<file path="config.mk">
export PLATFORM = sky130hd
export DESIGN_NAME = multicycle_ctrl_flat
export DESIGN_NICKNAME = d
export VERILOG_FILES = /design/src/rtl/multicycle_ctrl_if.sv /design/src/rtl/multicycle_ctrl.sv /design/src/flat_wrapper.sv
export SDC_FILE = /design/constraint.sdc
export NUM_CORES = 1
export LEC_CHECK = 0
export CAP_MARGIN = 15
export CORE_MARGIN = 3
export CORE_UTILIZATION = 33
export DETAILED_ROUTE_END_ITERATION = 7
export PLACE_DENSITY = 0.8
export SLEW_MARGIN = 20
export SYNTH_ARGS = -nofsm -noshare
export SYNTH_HDL_FRONTEND = slang
export SYNTH_SLANG_ARGS = --single-unit
</file>
<file path="constraint.sdc">
create_clock -name clk -period 1.9 [get_ports clk]
set_input_delay 0.38 -clock clk [delete_from_list [all_inputs] [get_ports clk]]
set_output_delay 0.38 -clock clk [all_outputs]
set_load 0.01 [all_outputs]
</file>
<file path="src/rtl/multicycle_ctrl_if.sv">
// Control bundle between the multicycle RV32I controller and its datapath:
// instruction fields and ALU flag in, mux selects, enables and ALU code out.
interface multicycle_ctrl_if #(
    parameter int STATE_W = 4
);
    logic [6:0]         op;
    logic [2:0]         funct3;
    logic               funct7b5;
    logic               zero;
    logic               pc_write;
    logic               adr_src;
    logic               mem_write;
    logic               ir_write;
    logic               reg_write;
    logic [1:0]         result_src;
    logic [1:0]         alu_src_a;
    logic [1:0]         alu_src_b;
    logic [1:0]         imm_src;
    logic [2:0]         alu_control;
    logic               illegal_op;
    logic [STATE_W-1:0] state_o;

    modport master (
        input  op, funct3, funct7b5, zero,
        output pc_write, adr_src, mem_write, ir_write, reg_write,
               result_src, alu_src_a, alu_src_b, imm_src, alu_control,
               illegal_op, state_o
    );

    modport slave (
        output op, funct3, funct7b5, zero,
        input  pc_write, adr_src, mem_write, ir_write, reg_write,
               result_src, alu_src_a, alu_src_b, imm_src, alu_control,
               illegal_op, state_o
    );
endinterface

</file>
<file path="src/rtl/multicycle_ctrl.sv">
// Moore-FSM main controller for the multicycle RV32I core: sequences each
// instruction class and decodes immediate format and ALU operation.
module multicycle_ctrl #(
    parameter int STATE_W = 4
) (
    input  logic              clk,
    input  logic              reset,
    multicycle_ctrl_if.master bus
);

    localparam logic [6:0] OP_LW   = 7'b0000011;
    localparam logic [6:0] OP_SW   = 7'b0100011;
    localparam logic [6:0] OP_R    = 7'b0110011;
    localparam logic [6:0] OP_IALU = 7'b0010011;
    localparam logic [6:0] OP_JAL  = 7'b1101111;
    localparam logic [6:0] OP_BEQ  = 7'b1100011;

    typedef enum logic [STATE_W-1:0] {
        s_fetch    = 0,
        s_decode   = 1,
        s_memadr   = 2,
        s_memread  = 3,
        s_memwb    = 4,
        s_memwrite = 5,
        s_executer = 6,
        s_executei = 7,
        s_aluwb    = 8,
        s_jal      = 9,
        s_beq      = 10
    } state_t;

    state_t     state;
    state_t     state_next;
    logic       pc_update;
    logic       branch;
    logic       op_illegal;
    logic [1:0] alu_op;
    logic       adr_src_c;
    logic       mem_write_c;
    logic       ir_write_c;
    logic       reg_write_c;
    logic [1:0] result_src_c;
    logic [1:0] alu_src_a_c;
    logic [1:0] alu_src_b_c;

    // NOTE: sequential state uses non-blocking assignment so every flop
    // samples pre-edge values regardless of block ordering.
    always_ff @(posedge clk) begin
        if (reset) begin
            state <= s_fetch;
        end else begin
            state <= state_next;
        end
    end

    always_comb begin
        op_illegal = 1'b0;
        case (bus.op)
            OP_LW, OP_SW, OP_R, OP_IALU, OP_JAL, OP_BEQ: op_illegal = 1'b0;
            default:                                     op_illegal = 1'b1;
        endcase
    end

    // NOTE: every output gets a default before the case, so no path leaves
    // a signal unassigned and no latch is inferred.
    always_comb begin
        state_next   = s_fetch;
        pc_update    = 1'b0;
        branch       = 1'b0;
        alu_op       = 2'b00;
        adr_src_c    = 1'b0;
        mem_write_c  = 1'b0;
        ir_write_c   = 1'b0;
        reg_write_c  = 1'b0;
        result_src_c = 2'b00;
        alu_src_a_c  = 2'b00;
        alu_src_b_c  = 2'b00;
        case (state)
            s_fetch: begin
                state_next   = s_decode;
                ir_write_c   = 1'b1;
                pc_update    = 1'b1;
                alu_src_b_c  = 2'b10;
                result_src_c = 2'b10;
            end
            s_decode: begin
                alu_src_a_c = 2'b01;
                alu_src_b_c = 2'b01;
                case (bus.op)
                    OP_LW, OP_SW: state_next = s_memadr;
                    OP_R:         state_next = s_executer;
                    OP_IALU:      state_next = s_executei;
                    OP_JAL:       state_next = s_jal;
                    OP_BEQ:       state_next = s_beq;
                    default:      state_next = s_fetch;
                endcase
            end
            s_memadr: begin
                state_next  = (bus.op == OP_LW) ? s_memread : s_memwrite;
                alu_src_a_c = 2'b10;
                alu_src_b_c = 2'b01;
            end
            s_memread: begin
                state_next = s_memwb;
                adr_src_c  = 1'b1;
            end
            s_memwb: begin
                result_src_c = 2'b01;
                reg_write_c  = 1'b1;
            end
            s_memwrite: begin
                adr_src_c   = 1'b1;
                mem_write_c = 1'b1;
            end
            s_executer: begin
                state_next  = s_aluwb;
                alu_src_a_c = 2'b10;
                alu_op      = 2'b10;
            end
            s_executei: begin
                state_next  = s_aluwb;
                alu_src_a_c = 2'b10;
                alu_src_b_c = 2'b01;
                alu_op      = 2'b10;
            end
            s_aluwb: begin
                reg_write_c = 1'b1;
            end
            s_jal: begin
                state_next  = s_aluwb;
                alu_src_a_c = 2'b01;
                alu_src_b_c = 2'b10;
                pc_update   = 1'b1;
            end
            s_beq: begin
                alu_src_a_c = 2'b10;
                alu_op      = 2'b01;
                branch      = 1'b1;
            end
            default: state_next = s_fetch;
        endcase
    end

    always_comb begin
        bus.alu_control = 3'b000;
        case (alu_op)
            2'b01: bus.alu_control = 3'b001;
            2'b10: begin
                case (bus.funct3)
                    3'b000:  bus.alu_control = (bus.op[5] & bus.funct7b5) ? 3'b001 : 3'b000;
                    3'b010:  bus.alu_control = 3'b101;
                    3'b110:  bus.alu_control = 3'b011;
                    3'b111:  bus.alu_control = 3'b010;
                    default: bus.alu_control = 3'b000;
                endcase
            end
            default: bus.alu_control = 3'b000;
        endcase
    end

    always_comb begin
        bus.imm_src = 2'b00;
        case (bus.op)
            OP_SW:   bus.imm_src = 2'b01;
            OP_BEQ:  bus.imm_src = 2'b10;
            OP_JAL:  bus.imm_src = 2'b11;
            default: bus.imm_src = 2'b00;
        endcase
    end

    // Reset masks every enable immediately, without waiting for the edge.
    assign bus.pc_write   = ~reset & (pc_update | (branch & bus.zero));
    assign bus.mem_write  = ~reset & mem_write_c;
    assign bus.ir_write   = ~reset & ir_write_c;
    assign bus.reg_write  = ~reset & reg_write_c;
    assign bus.illegal_op = ~reset & (state == s_decode) & op_illegal;
    assign bus.adr_src    = adr_src_c;
    assign bus.result_src = result_src_c;
    assign bus.alu_src_a  = alu_src_a_c;
    assign bus.alu_src_b  = alu_src_b_c;
    assign bus.state_o    = state;

endmodule

</file>
<file path="src/flat_wrapper.sv">
// flat-port wrapper written by rule: the top's interface ports become plain ports
module multicycle_ctrl_flat 
#(
    parameter int STATE_W = 4
)
  (clk, reset, bus_op, bus_funct3, bus_funct7b5, bus_zero, bus_pc_write, bus_adr_src, bus_mem_write, bus_ir_write, bus_reg_write, bus_result_src, bus_alu_src_a, bus_alu_src_b, bus_imm_src, bus_alu_control, bus_illegal_op, bus_state_o);
  multicycle_ctrl_if #(.STATE_W(STATE_W)) bus_i ();
  input  logic clk;
  input  logic reset;
  input wire logic [$bits(bus_i.op)-1:0] bus_op;
  input wire logic [$bits(bus_i.funct3)-1:0] bus_funct3;
  input wire logic [$bits(bus_i.funct7b5)-1:0] bus_funct7b5;
  input wire logic [$bits(bus_i.zero)-1:0] bus_zero;
  output wire logic [$bits(bus_i.pc_write)-1:0] bus_pc_write;
  output wire logic [$bits(bus_i.adr_src)-1:0] bus_adr_src;
  output wire logic [$bits(bus_i.mem_write)-1:0] bus_mem_write;
  output wire logic [$bits(bus_i.ir_write)-1:0] bus_ir_write;
  output wire logic [$bits(bus_i.reg_write)-1:0] bus_reg_write;
  output wire logic [$bits(bus_i.result_src)-1:0] bus_result_src;
  output wire logic [$bits(bus_i.alu_src_a)-1:0] bus_alu_src_a;
  output wire logic [$bits(bus_i.alu_src_b)-1:0] bus_alu_src_b;
  output wire logic [$bits(bus_i.imm_src)-1:0] bus_imm_src;
  output wire logic [$bits(bus_i.alu_control)-1:0] bus_alu_control;
  output wire logic [$bits(bus_i.illegal_op)-1:0] bus_illegal_op;
  output wire logic [$bits(bus_i.state_o)-1:0] bus_state_o;
  assign bus_i.op = bus_op;
  assign bus_i.funct3 = bus_funct3;
  assign bus_i.funct7b5 = bus_funct7b5;
  assign bus_i.zero = bus_zero;
  assign bus_pc_write = bus_i.pc_write;
  assign bus_adr_src = bus_i.adr_src;
  assign bus_mem_write = bus_i.mem_write;
  assign bus_ir_write = bus_i.ir_write;
  assign bus_reg_write = bus_i.reg_write;
  assign bus_result_src = bus_i.result_src;
  assign bus_alu_src_a = bus_i.alu_src_a;
  assign bus_alu_src_b = bus_i.alu_src_b;
  assign bus_imm_src = bus_i.imm_src;
  assign bus_alu_control = bus_i.alu_control;
  assign bus_illegal_op = bus_i.illegal_op;
  assign bus_state_o = bus_i.state_o;
  multicycle_ctrl #(.STATE_W(STATE_W)) u_core (.clk(clk), .reset(reset), .bus(bus_i));
endmodule
</file>
==> results of run 1 <==
==> worst min-delay path, stage by stage <==
cell	delay, ns
dlygate4sd2_1	0.25
buf_4	0.15
a21oi_1	0.05
==> stage by stage <==
step	hold slack (ns)	total power, mW	cells	setup WS [ns]
floorplan	0.449	0.135	70	0.0708
global placement	0.654	0.228	143	-0.544
detailed placement	0.671	0.233	143	-0.572
CTS	0.573	0.342	152	-0.131
global route	0.633	0.380	151	-0.271
finish	0.631	0.366	151	-0.213
==> final cells by class <==
class	count	share of cell area, %
multi-input combinational	57	42.3
sequential	4	7.42
timing repair buffer	67	45.0
clock buffer	3	1.88
inverter	5	1.78
tap	15	1.57
==> layout by cell type, fill, tap and decap left out, drive strengths merged, types with 2 or more instances in the layout <==
cell / n
nor4: 3
xnor2: 3
xor2: 2
o21ai: 2
a31oi: 3
clkdlybuf4s50: 12
nand3: 2
or3: 4
dfxtp: 4
nand2: 4
inv: 5
nor3: 6
or4: 2
buf: 41
ha: 2
dlygate4sd2: 12
nor2: 7
nand2b: 3
clkbuf: 4
a21oi: 5
==> final timing paths <==
| kind | from | end | slack [ns] | cells after the start |
|---|---|---|---|---|
| max | u_core.bus.state_o[2] | bus_alu_control[0] | -0.21 | 8 |
| min | reset | u_core.bus.state_o[3] | 0.63 | 3 |
| min reg2reg | u_core.bus.state_o[1] | u_core.bus.state_o[2] | 0.70 | 3 |
| max reg2reg | u_core.bus.state_o[0] | u_core.bus.state_o[1] | 0.22 | 6 |
==> power by group through the flow <==
stage / clock (mW) / sequential, mW / combinational, mW
floorplan: 0 / 0.0902 / 0.0444
global placement: 0 / 0.0890 / 0.139
detailed placement: 0 / 0.0891 / 0.144
CTS: 0.108 / 0.0874 / 0.147
global route: 0.123 / 0.0865 / 0.171
finish: 0.118 / 0.0865 / 0.162
==> routing by layer <==
metal / vias to the layer above / track usage, % / part of all wire [%]
li1: 390 / - / -
met1: 419 / 30.6 / 35
met2: 78 / 55.2 / 51
met3: 18 / 5.69 / 8.8
met4: 0 / 16.9 / 5.7
met5: - / 0 / 0
==> kinds of logic (layout without fill, tap and decap cells) <==
group / after synthesis / count (layout) / synth area share (%)
flops: 4 / 4 / 16.5
compound gates: 14 / 14 / 18.3
simple gates: 36 / 36 / 42.9
xor+xnor: 5 / 5 / 9.00
buf+inv: 9 / 75 / 8.23
fa+ha+maj: 2 / 2 / 5.14
==> timing repair <==
item,CTS,global route
pin swaps,7,7
gates cloned,0,0
endpoints found under the setup margin,17,12
buffers inserted,6,2
resized for setup,67,16
hold buffers,0,0
==> key figures, run 1 <==
Status
  • Status: complete, but fails checks
  • Violated checks: negative setup slack

Yosys
  • Area share of the largest cell type after synthesis: 16.5%
  • Mapped cell area: 487 um^2
  • Asr flop ratio synth: 0%
  • Synth area leaders: dfxtp_1 (16%), nor3_1 (6.2%), xnor2_1 (5.4%), a21oi_1 (5.1%), ha_1 (5.1%)
  • Synth unique cells: 31
  • Synth Area per Inst: 6.95 um^2
  • Cell taking the most area after synthesis: dfxtp_1
  • Register area share after synthesis: 16.5%
  • Mapped Nets: 86
  • Cells after synthesis: 70
  • Primary FF master, synth: dfxtp_1
  • EDFF count, synth: 0
  • Yosys warns: 0
  • Commonest cells in the netlist: nor2_1 (6), nor3_1 (6), a21oi_1 (5), inv_1 (5)
  • Synthesized flop and latch total: 4

Setup path
  • Crit. End Element: output port
  • Crit path buffers/inverters: 4
  • CP peak stage delay: 0.36 ns
  • Crit path DAT: 1.73 ns
  • Worst path cell trace: nor4b_4 -> buf_4 -> buf_6 -> inv_4 -> ha_4 -> a31oi_4 -> nor2_1 -> buf_2
  • Crit Path Class: reg -> out
  • Maximum fanout along the worst path: 4
  • Slowest CP cell: dfxtp_4
  • Worst path required time: 1.52 ns
  • Top delay family on crit path: buffers and inverters
  • Critical Path Source Type: flop

Floorplanning
  • Core area: 0.00135 mm^2
  • I/O pins: 35
  • Rows: 13
  • Die area: 0.00197 mm^2
  • Initial Util: 36.1%
  • Die Ht: 44.4 um
  • Die extent in x: 44.4 um

Routing
  • DR DRC count: 0
  • Drt wl/cell: 19.7 um
  • DRT Pass-1 Iters: 4
  • Average vias per placed instance: 5.99
  • Total Wirelength: 2980 um
  • Post-route ant nets: 0
  • Drt first-iter violations: 45
  • Detailed-route via count: 905

STA
  • Fin worst setup slack: -0.213 ns
  • Slew Viols, Final: 0
  • RSZ-0062 raised after global routing: true
  • Max_slew headroom: 81.4%
  • Post-Route Skew: 0.00849 ns
  • Fin crit share: 111%
  • Fin Setup TNS: -1.14 ns
  • Slew @ Worst Pin: 0.278 ns
  • Hold Violations, Final: 0
  • Setup violators final: 11
  • Fmax: 473 MHz
  • Min Clock Period, post-route: 2.11 ns

CTS
  • Worst skew pair latency: 0.25 ns
  • CTS HTree Levels: 1
  • Clock slew at reported path FFs: 0.05 ns
  • CTS buffer count: 3
  • Worst-case clock buffer depth: 2
  • CTS tree: done
  • TritonCTS Sinks: 4
  • Root buffer cell: clkbuf_4

Final layout
  • Nets: 154
  • Multi-input logic area: 507 um^2
  • Inserted Diodes: 0
  • Post-layout util: 88.7%
  • Largest register FFs: 4
  • Post-route cell area: 0.00120 mm^2
  • Filler Cells Inserted: 63
  • Synth-to-Final Area Change: 146%
  • Share of cells above drive strength 1: 54.4%
  • Reg area: 88.8 um^2

Hold path
  • Worst Hold Class: in -> reg

Placement
  • DP Wirelength: 1670 um
  • # port buffers: 34
  • Placed instance area: 0.00105 mm^2
  • Routability cong.: 0.829

Power
  • Combinational share of power: 44.1%
  • NetSw: 0.127 mW
  • Reg power frac: 23.6%
  • Switching Share: 34.6%
  • Static Leakage: 0.524 nW
  • VDD IR max: 242 uV
  • Internal Power: 0.239 mW
  • Power Density: 306 mW/mm^2
  • Clk pwr share: 32.2%

GRT
  • Total grt overflow: 0
  • Number of global-route vias before repair: 902
  • Total track usage: 29.8%
  • Largest net degree at the start of global routing: 14
  • First-pass GRT wire length: 4330 um
  • Initial antenna violation count: 0

Job
  • Max-Cap Viols: 0
No activity file was read; power rests on OpenSTA's default activity.
==> inputs of run 2 (changes only) <==
- MAX_ROUTING_LAYER: unset -> met4
==> run 2 against run 1 <==
Compared with the run above: the flow still finishes with violations (negative setup slack); combinational power is essentially flat; sequential share of layout area is the same; register-to-register slack is essentially flat; maximum frequency shrank 0.78%; flip-flop and latch count is the same; power grew 0.86%; sequential power is essentially flat; core utilization is the same; clock skew grew 0.00055 ns; global-route usage grew 0.89 points; critical path type unchanged.
==> key figures, run 2 (synthesis results as in run 1) <==
Floorplanning
  • Initial Util: 36.1% (unchanged)
  • Die area: 0.00197 mm^2 (unchanged)
  • Rows: 13 (unchanged)
  • Die extent in x: 44.4 um (unchanged)
  • Die Ht: 44.4 um (unchanged)
  • Core area: 0.00135 mm^2 (unchanged)
  • I/O pins: 35 (unchanged)

Job
  • Max-Cap Viols: 0 (unchanged)

Routing
  • Drt wl/cell: 19.9 um (+0.91%)
  • Total Wirelength: 3000 um (+0.91%)
  • Drt first-iter violations: 43 (-4.4%)
  • DRT Pass-1 Iters: 4 (unchanged)
  • DR DRC count: 0 (unchanged)
  • Detailed-route via count: 907 (+0.22%)
  • Average vias per placed instance: 6.01 (+0.22%)
  • Post-route ant nets: 0 (unchanged)

GRT
  • Total track usage: 30.7% (+0.89 points)
  • Total grt overflow: 0 (unchanged)
  • Largest net degree at the start of global routing: 14 (unchanged)
  • Number of global-route vias before repair: 899 (-0.33%)
  • First-pass GRT wire length: 4320 um (-0.16%)
  • Initial antenna violation count: 0 (unchanged)

Hold path
  • Worst Hold Class: in -> reg

Status
  • Status: complete, but fails checks
  • Violated checks: negative setup slack

Setup path
  • Worst path required time: 1.52 ns (about the same)
  • Crit. End Element: output port
  • Setup slack, reg-to-reg: 0.23 ns (about the same)
  • Maximum fanout along the worst path: 4 (unchanged)
  • Worst reg-to-reg path cell count: 6 (unchanged)
  • Crit Path Class: reg -> out
  • Crit path DAT: 1.75 ns (+0.02 ns)
  • Crit path launch: u_core.bus.state_o[2]
  • Worst R2R Start: u_core.bus.state_o[0]
  • Reg-to-Reg End: u_core.bus.state_o[1]
  • Critical Path Source Type: flop
  • Crit path to: bus_alu_control[0]

Placement
  • # port buffers: 34 (unchanged)
  • Placed cell count: 143 (unchanged)
  • Routability cong.: 0.842 (+1.5%)
  • DP Wirelength: 1670 um (unchanged)
  • Placement Setup Slack: -0.572 ns (unchanged)
  • Placed instance area: 0.00105 mm^2 (unchanged)

Power
  • Switching Share: 35.1% (+0.51 points)
  • Combinational share of power: 43.8% (-0.3 points)
  • VDD IR max: 249 uV (+2.8%)
  • Reg power frac: 23.4% (-0.2 points)
  • Overall Power: 0.369 mW (+0.86%)
  • NetSw: 0.130 mW (+2.4%)
  • Power Density: 308 mW/mm^2 (+0.86%)
  • Clk pwr share: 32.8% (+0.6 points)
  • Internal Power: 0.240 mW (about the same)
  • Static Leakage: 0.524 nW (unchanged)

STA
  • Min Clock Period, post-route: 2.13 ns (+0.0167 ns)
  • Setup violators final: 11 (unchanged)
  • Fmax: 470 MHz (-0.78%)
  • Max_slew headroom: 81.3% (-0.097 points)
  • RSZ-0062 raised after global routing: true
  • Fin crit share: 112% (+0.88 points)
  • Post-Route Skew: 0.00904 ns (+0.000552 ns)
  • Slew Viols, Final: 0 (unchanged)
  • Slew @ Worst Pin: 0.279 ns (+0.00145 ns)
  • Hold Violations, Final: 0 (unchanged)
  • Fin worst setup slack: -0.229 ns (-0.0167 ns)

Final layout
  • Inserted Diodes: 0 (unchanged)
  • Commonest non-fill, non-tap cells in the layout: buf_4 (30), clkdlybuf4s50_1 (12), dlygate4sd2_1 (12)
  • Most common cell after layout, fill and taps aside: buf_4
  • Filler Cells Inserted: 63 (unchanged)
  • Synth-to-Final Area Change: 146% (unchanged)
  • Largest register FFs: 4 (unchanged)
  • Share of cells above drive strength 1: 54.4% (unchanged)
  • Nets: 154 (unchanged)
  • Final Non-Filler Cells: 151 (unchanged)
  • Post-layout util: 88.7% (unchanged)
  • Post-route cell area: 0.00120 mm^2 (unchanged)

CTS
  • CTS tree: done
  • Worst skew pair latency: 0.25 ns (about the same)
  • Worst-case clock buffer depth: 2 (unchanged)
  • TritonCTS Sinks: 4 (unchanged)
  • CTS buffer count: 3 (unchanged)
  • CTS HTree Levels: 1 (unchanged)
  • Root buffer cell: clkbuf_4
  • CTS Hold Bufs: 0 (unchanged)
  • Clock slew at reported path FFs: 0.05 ns (about the same)
## run 2: cell counts in the layout (fill, tap and decap cells not counted)
Identical to the previous run, type by type.
## run 2: area by class of cell
type	count	area (um^2)	share of cell area [%]
multi-input combinational	57	507	42.3
tap	15	18.8	1.57
sequential	4	88.8	7.42
clock buffer	3	22.5	1.88
timing repair buffer	67	539	45.0
inverter	5	21.3	1.78
## run 2: per-stage QoR
step	hold slack [ns]	setup TNS, ns
floorplan	0.449	0
global placement	0.654	-3.52
detailed placement	0.671	-4.05
CTS	0.573	-0.315
global route	0.641	-1.58
finish	0.620	-1.16
## run 2: repair_timing
item / in CTS / in global routing
endpoints found under the hold margin: 0 / 0
setup buffers: 6 / 2
resized for setup: 67 / 16
pin swaps: 7 / 7
setup endpoints to repair: 17 / 12
## run 2: worst min path at each step
stage | end | from | cells after the start | slack [ns]
final | u_core.bus.state_o[3] | reset | 3 | 0.62
after global routing | u_core.bus.state_o[3] | reset | 3 | 0.64
after CTS | u_core.bus.state_o[3] | reset | 3 | 0.57
after detailed placement | u_core.bus.state_o[0] | u_core.bus.state_o[0] | 2 | 0.67
after global placement | u_core.bus.state_o[0] | u_core.bus.state_o[0] | 2 | 0.65
after floorplan | u_core.bus.state_o[3] | reset | 1 | 0.45
## run 2: power groups by stage
stage                     clock network, mW  registers [mW]  logic (mW)
after floorplan                           0          0.0902      0.0444
after CTS                             0.108          0.0874       0.147
after global routing                  0.126          0.0865       0.171
after global placement                    0          0.0890       0.139
after detailed placement                  0          0.0891       0.144
final                                 0.121          0.0865       0.162
## run 2: metal layers
metal  track usage, %  vias to the layer above  wire length, um
li1                 -                      389                -
met1             30.6                      425             1080
met2             55.2                       73             1520
met3             5.69                       20              233
met4             16.9                        0              166
met5                -                        -                0
## run 2: critical path, cell delays in order, from the launching register on
cell	delay (ns)
dfxtp_4	0.36
nor4b_4	0.31
buf_4	0.18
buf_6	0.10
inv_4	0.03
ha_4	0.17
a31oi_4	0.14
nor2_1	0.07
buf_2	0.14
==> inputs of run 3 (changes only) <==
- clock period: 1.9 -> 2.3 ns (I/O delays scaled with it)
==> run 3 against run 2 <==
Compared with the run above: the flow now finishes without violations; combinational power decreased by 30%; setup slack gained 0.28 ns; via count fell by 18%; clock-buffer cell count stayed put.
==> key figures, run 3 (synthesis results as in run 1) <==
Job
  • Max-Cap Viols: 0 (unchanged)

Floorplanning
  • I/O pins: 35 (unchanged)
  • Rows: 13 (unchanged)
  • Die Ht: 44.4 um (unchanged)
  • Die extent in x: 44.4 um (unchanged)
  • Core area: 0.00135 mm^2 (unchanged)
  • Die area: 0.00197 mm^2 (unchanged)
  • Initial Util: 36.1% (unchanged)

STA
  • Slew @ Worst Pin: 0.225 ns (-0.0540 ns)
  • Hold slack final: 0.598 ns (-0.0216 ns)
  • Min Clock Period, post-route: 2.25 ns
  • Max_slew headroom: 84.8% (+3.5 points)
  • Fin Setup TNS: 0 ns (+1.16 ns)
  • Slew Viols, Final: 0 (unchanged)
  • Hold Violations, Final: 0 (unchanged)
  • Fmax: 444 MHz
  • Fin crit share: 97.8%
  • Post-Route Skew: 0.00270 ns (-0.00634 ns)
  • Setup violators final: 0 (-11)

GRT
  • Largest net degree at the start of global routing: 14 (unchanged)
  • Total grt overflow: 0 (unchanged)
  • Total track usage: 20.7% (-10 points)
  • Number of global-route vias before repair: 746 (-17%)
  • First-pass GRT wire length: 3060 um (-29%)
  • Initial antenna violation count: 0 (unchanged)

Status
  • Status: finished clean

CTS
  • CTS tree: done
  • TritonCTS Sinks: 4 (unchanged)
  • Post-CTS Setup Inserts: 0 (-6)
  • Worst-case clock buffer depth: 2 (unchanged)
  • Root buffer cell: clkbuf_4
  • Clock slew at reported path FFs: 0.04 ns (about the same)
  • CTS buffer count: 3 (unchanged)
  • Worst skew pair latency: 0.23 ns (-0.02 ns)
  • CTS HTree Levels: 1 (unchanged)
  • CTS Hold Bufs: 0 (unchanged)

Routing
  • Post-route ant nets: 0 (unchanged)
  • Average vias per placed instance: 5.30 (-12%)
  • DR DRC count: 0 (unchanged)
  • Drt wl/cell: 12.9 um (-35%)
  • Total Wirelength: 1820 um (-39%)
  • Drt first-iter violations: 18 (-58%)
  • Detailed-route via count: 748 (-18%)
  • DRT Pass-1 Iters: 4 (unchanged)

Placement
  • # port buffers: 34 (unchanged)
  • Routability cong.: 0.805 (-4.4%)
  • Placed cell count: 138 (-3.5%)
  • DP Wirelength: 1480 um (-11%)

Setup path
  • Worst path cell trace: clkdlybuf4s50_1 -> buf_4 -> nor3_1 -> clkdlybuf4s50_1
  • Crit path buffers/inverters: 3 (-1)
  • Critical Path Source Type: input port
  • CP peak stage delay: 0.56 ns (+0.20 ns)
  • Crit Path Class: in -> out
  • Crit. End Element: output port
  • Worst R2R Start: u_core.bus.state_o[0]
  • Worst reg-to-reg path cell count: 5 (-1)
  • CP dominant cell by count: clkdlybuf4s50_1
  • Slowest CP cell: clkdlybuf4s50_1
  • Top delay family on crit path: buffers and inverters
  • Setup slack, reg-to-reg: 0.89 ns (+0.66 ns)
  • Crit path DAT: 1.79 ns (+0.04 ns)
  • Worst path required time: 1.84 ns (+0.32 ns)
  • Reg-to-Reg End: u_core.bus.state_o[1]
  • Maximum fanout along the worst path: 4 (unchanged)

Power
  • VDD IR max: 207 uV (-17%)
  • Reg power frac: 27.0% (+3.6 points)
  • Clk pwr share: 30.9% (-1.9 points)
  • Combinational share of power: 42.1% (-1.7 points)
  • Switching Share: 27.3% (-7.8 points)
  • Power Density: 255 mW/mm^2 (-17%)
  • Static Leakage: 0.472 nW (-10%)
  • Internal Power: 0.196 mW (-18%)
  • NetSw: 0.0733 mW (-43%)

Final layout
  • Multi-input logic area: 400 um^2 (-21%)
  • Filler Cells Inserted: 84 (+33%)
  • Share of cells above drive strength 1: 32.5% (-22 points)
  • Final Non-Filler Cells: 141 (-6.6%)
  • Nets: 144 (-6.5%)
  • Reg area: 80.1 um^2 (-9.9%)
  • Largest register FFs: 4 (unchanged)
  • Synth-to-Final Area Change: 117%
  • Post-layout util: 78.2% (-10 points)
  • Commonest non-fill, non-tap cells in the layout: clkdlybuf4s50_1 (23), buf_4 (23)
  • Inserted Diodes: 0 (unchanged)

Hold path
  • Hold Crit Endpoint: u_core.bus.state_o[3]
  • Worst hold start: u_core.bus.state_o[3]
  • Worst Hold Class: reg -> reg
  • Hold path depth: 2 (-1)
==> run 3: worst max path at each step <==
stage                          startpoint                  to  slack (ns)  cells after the start
floorplan           u_core.bus.state_o[3]  bus_alu_control[2]        0.17                      4
finish                              reset       bus_mem_write        0.05                      4
global route        u_core.bus.state_o[1]  bus_alu_control[0]       -0.02                      8
CTS                             bus_op[5]      bus_illegal_op       0.004                      6
global placement                bus_op[5]      bus_illegal_op       -0.30                      6
detailed placement              bus_op[2]      bus_imm_src[0]       -0.30                      4
==> run 3: what timing repair did <==
action | CTS | global route
endpoints found under the setup margin | 7 | 8
gates resized for setup | 15 | 10
pin swaps | 0 | 3
==> run 3: worst min-delay path, cell delays in order, from the launching register on <==
cell,delay (ns)
dfxtp_1,0.32
o21ai_0,0.17
a21oi_1,0.06
==> run 3: per-layer routing <==
| metal | vias up | GRT usage [%] | wire length [um] |
|---|---|---|---|
| li1 | 369 | - | - |
| met1 | 347 | 20.7 | 727 |
| met2 | 26 | 40.1 | 959 |
| met3 | 6 | 1.63 | 77 |
| met4 | 0 | 8.43 | 53 |
| met5 | - | - | 0 |
==> run 3: per-stage QoR <==
| step | instance area, um^2 | power, mW | setup slack, ns |
|---|---|---|---|
| finish | 1060 | 0.269 | 0.0499 |
| global route | 1060 | 0.291 | -0.0185 |
| CTS | 1030 | 0.268 | 0.00445 |
| detailed placement | 997 | 0.185 | -0.301 |
| global placement | 997 | 0.182 | -0.301 |
| floorplan | 487 | 0.111 | 0.166 |
==> run 3: final cells by class <==
class	instances	area share, %
clock buffer	3	2.13
multi-input combinational	57	37.9
timing repair buffer	57	48.8
inverter	5	1.78
tap	15	1.78
sequential	4	7.58
==> run 3: power groups by stage <==
stage	clock [mW]	sequential, mW	combinational (mW)
after CTS	0.0846	0.0725	0.111
after floorplan	0	0.0746	0.0363
after global placement	0	0.0732	0.109
final	0.0831	0.0725	0.113
after global routing	0.0954	0.0726	0.123
after detailed placement	0	0.0733	0.112
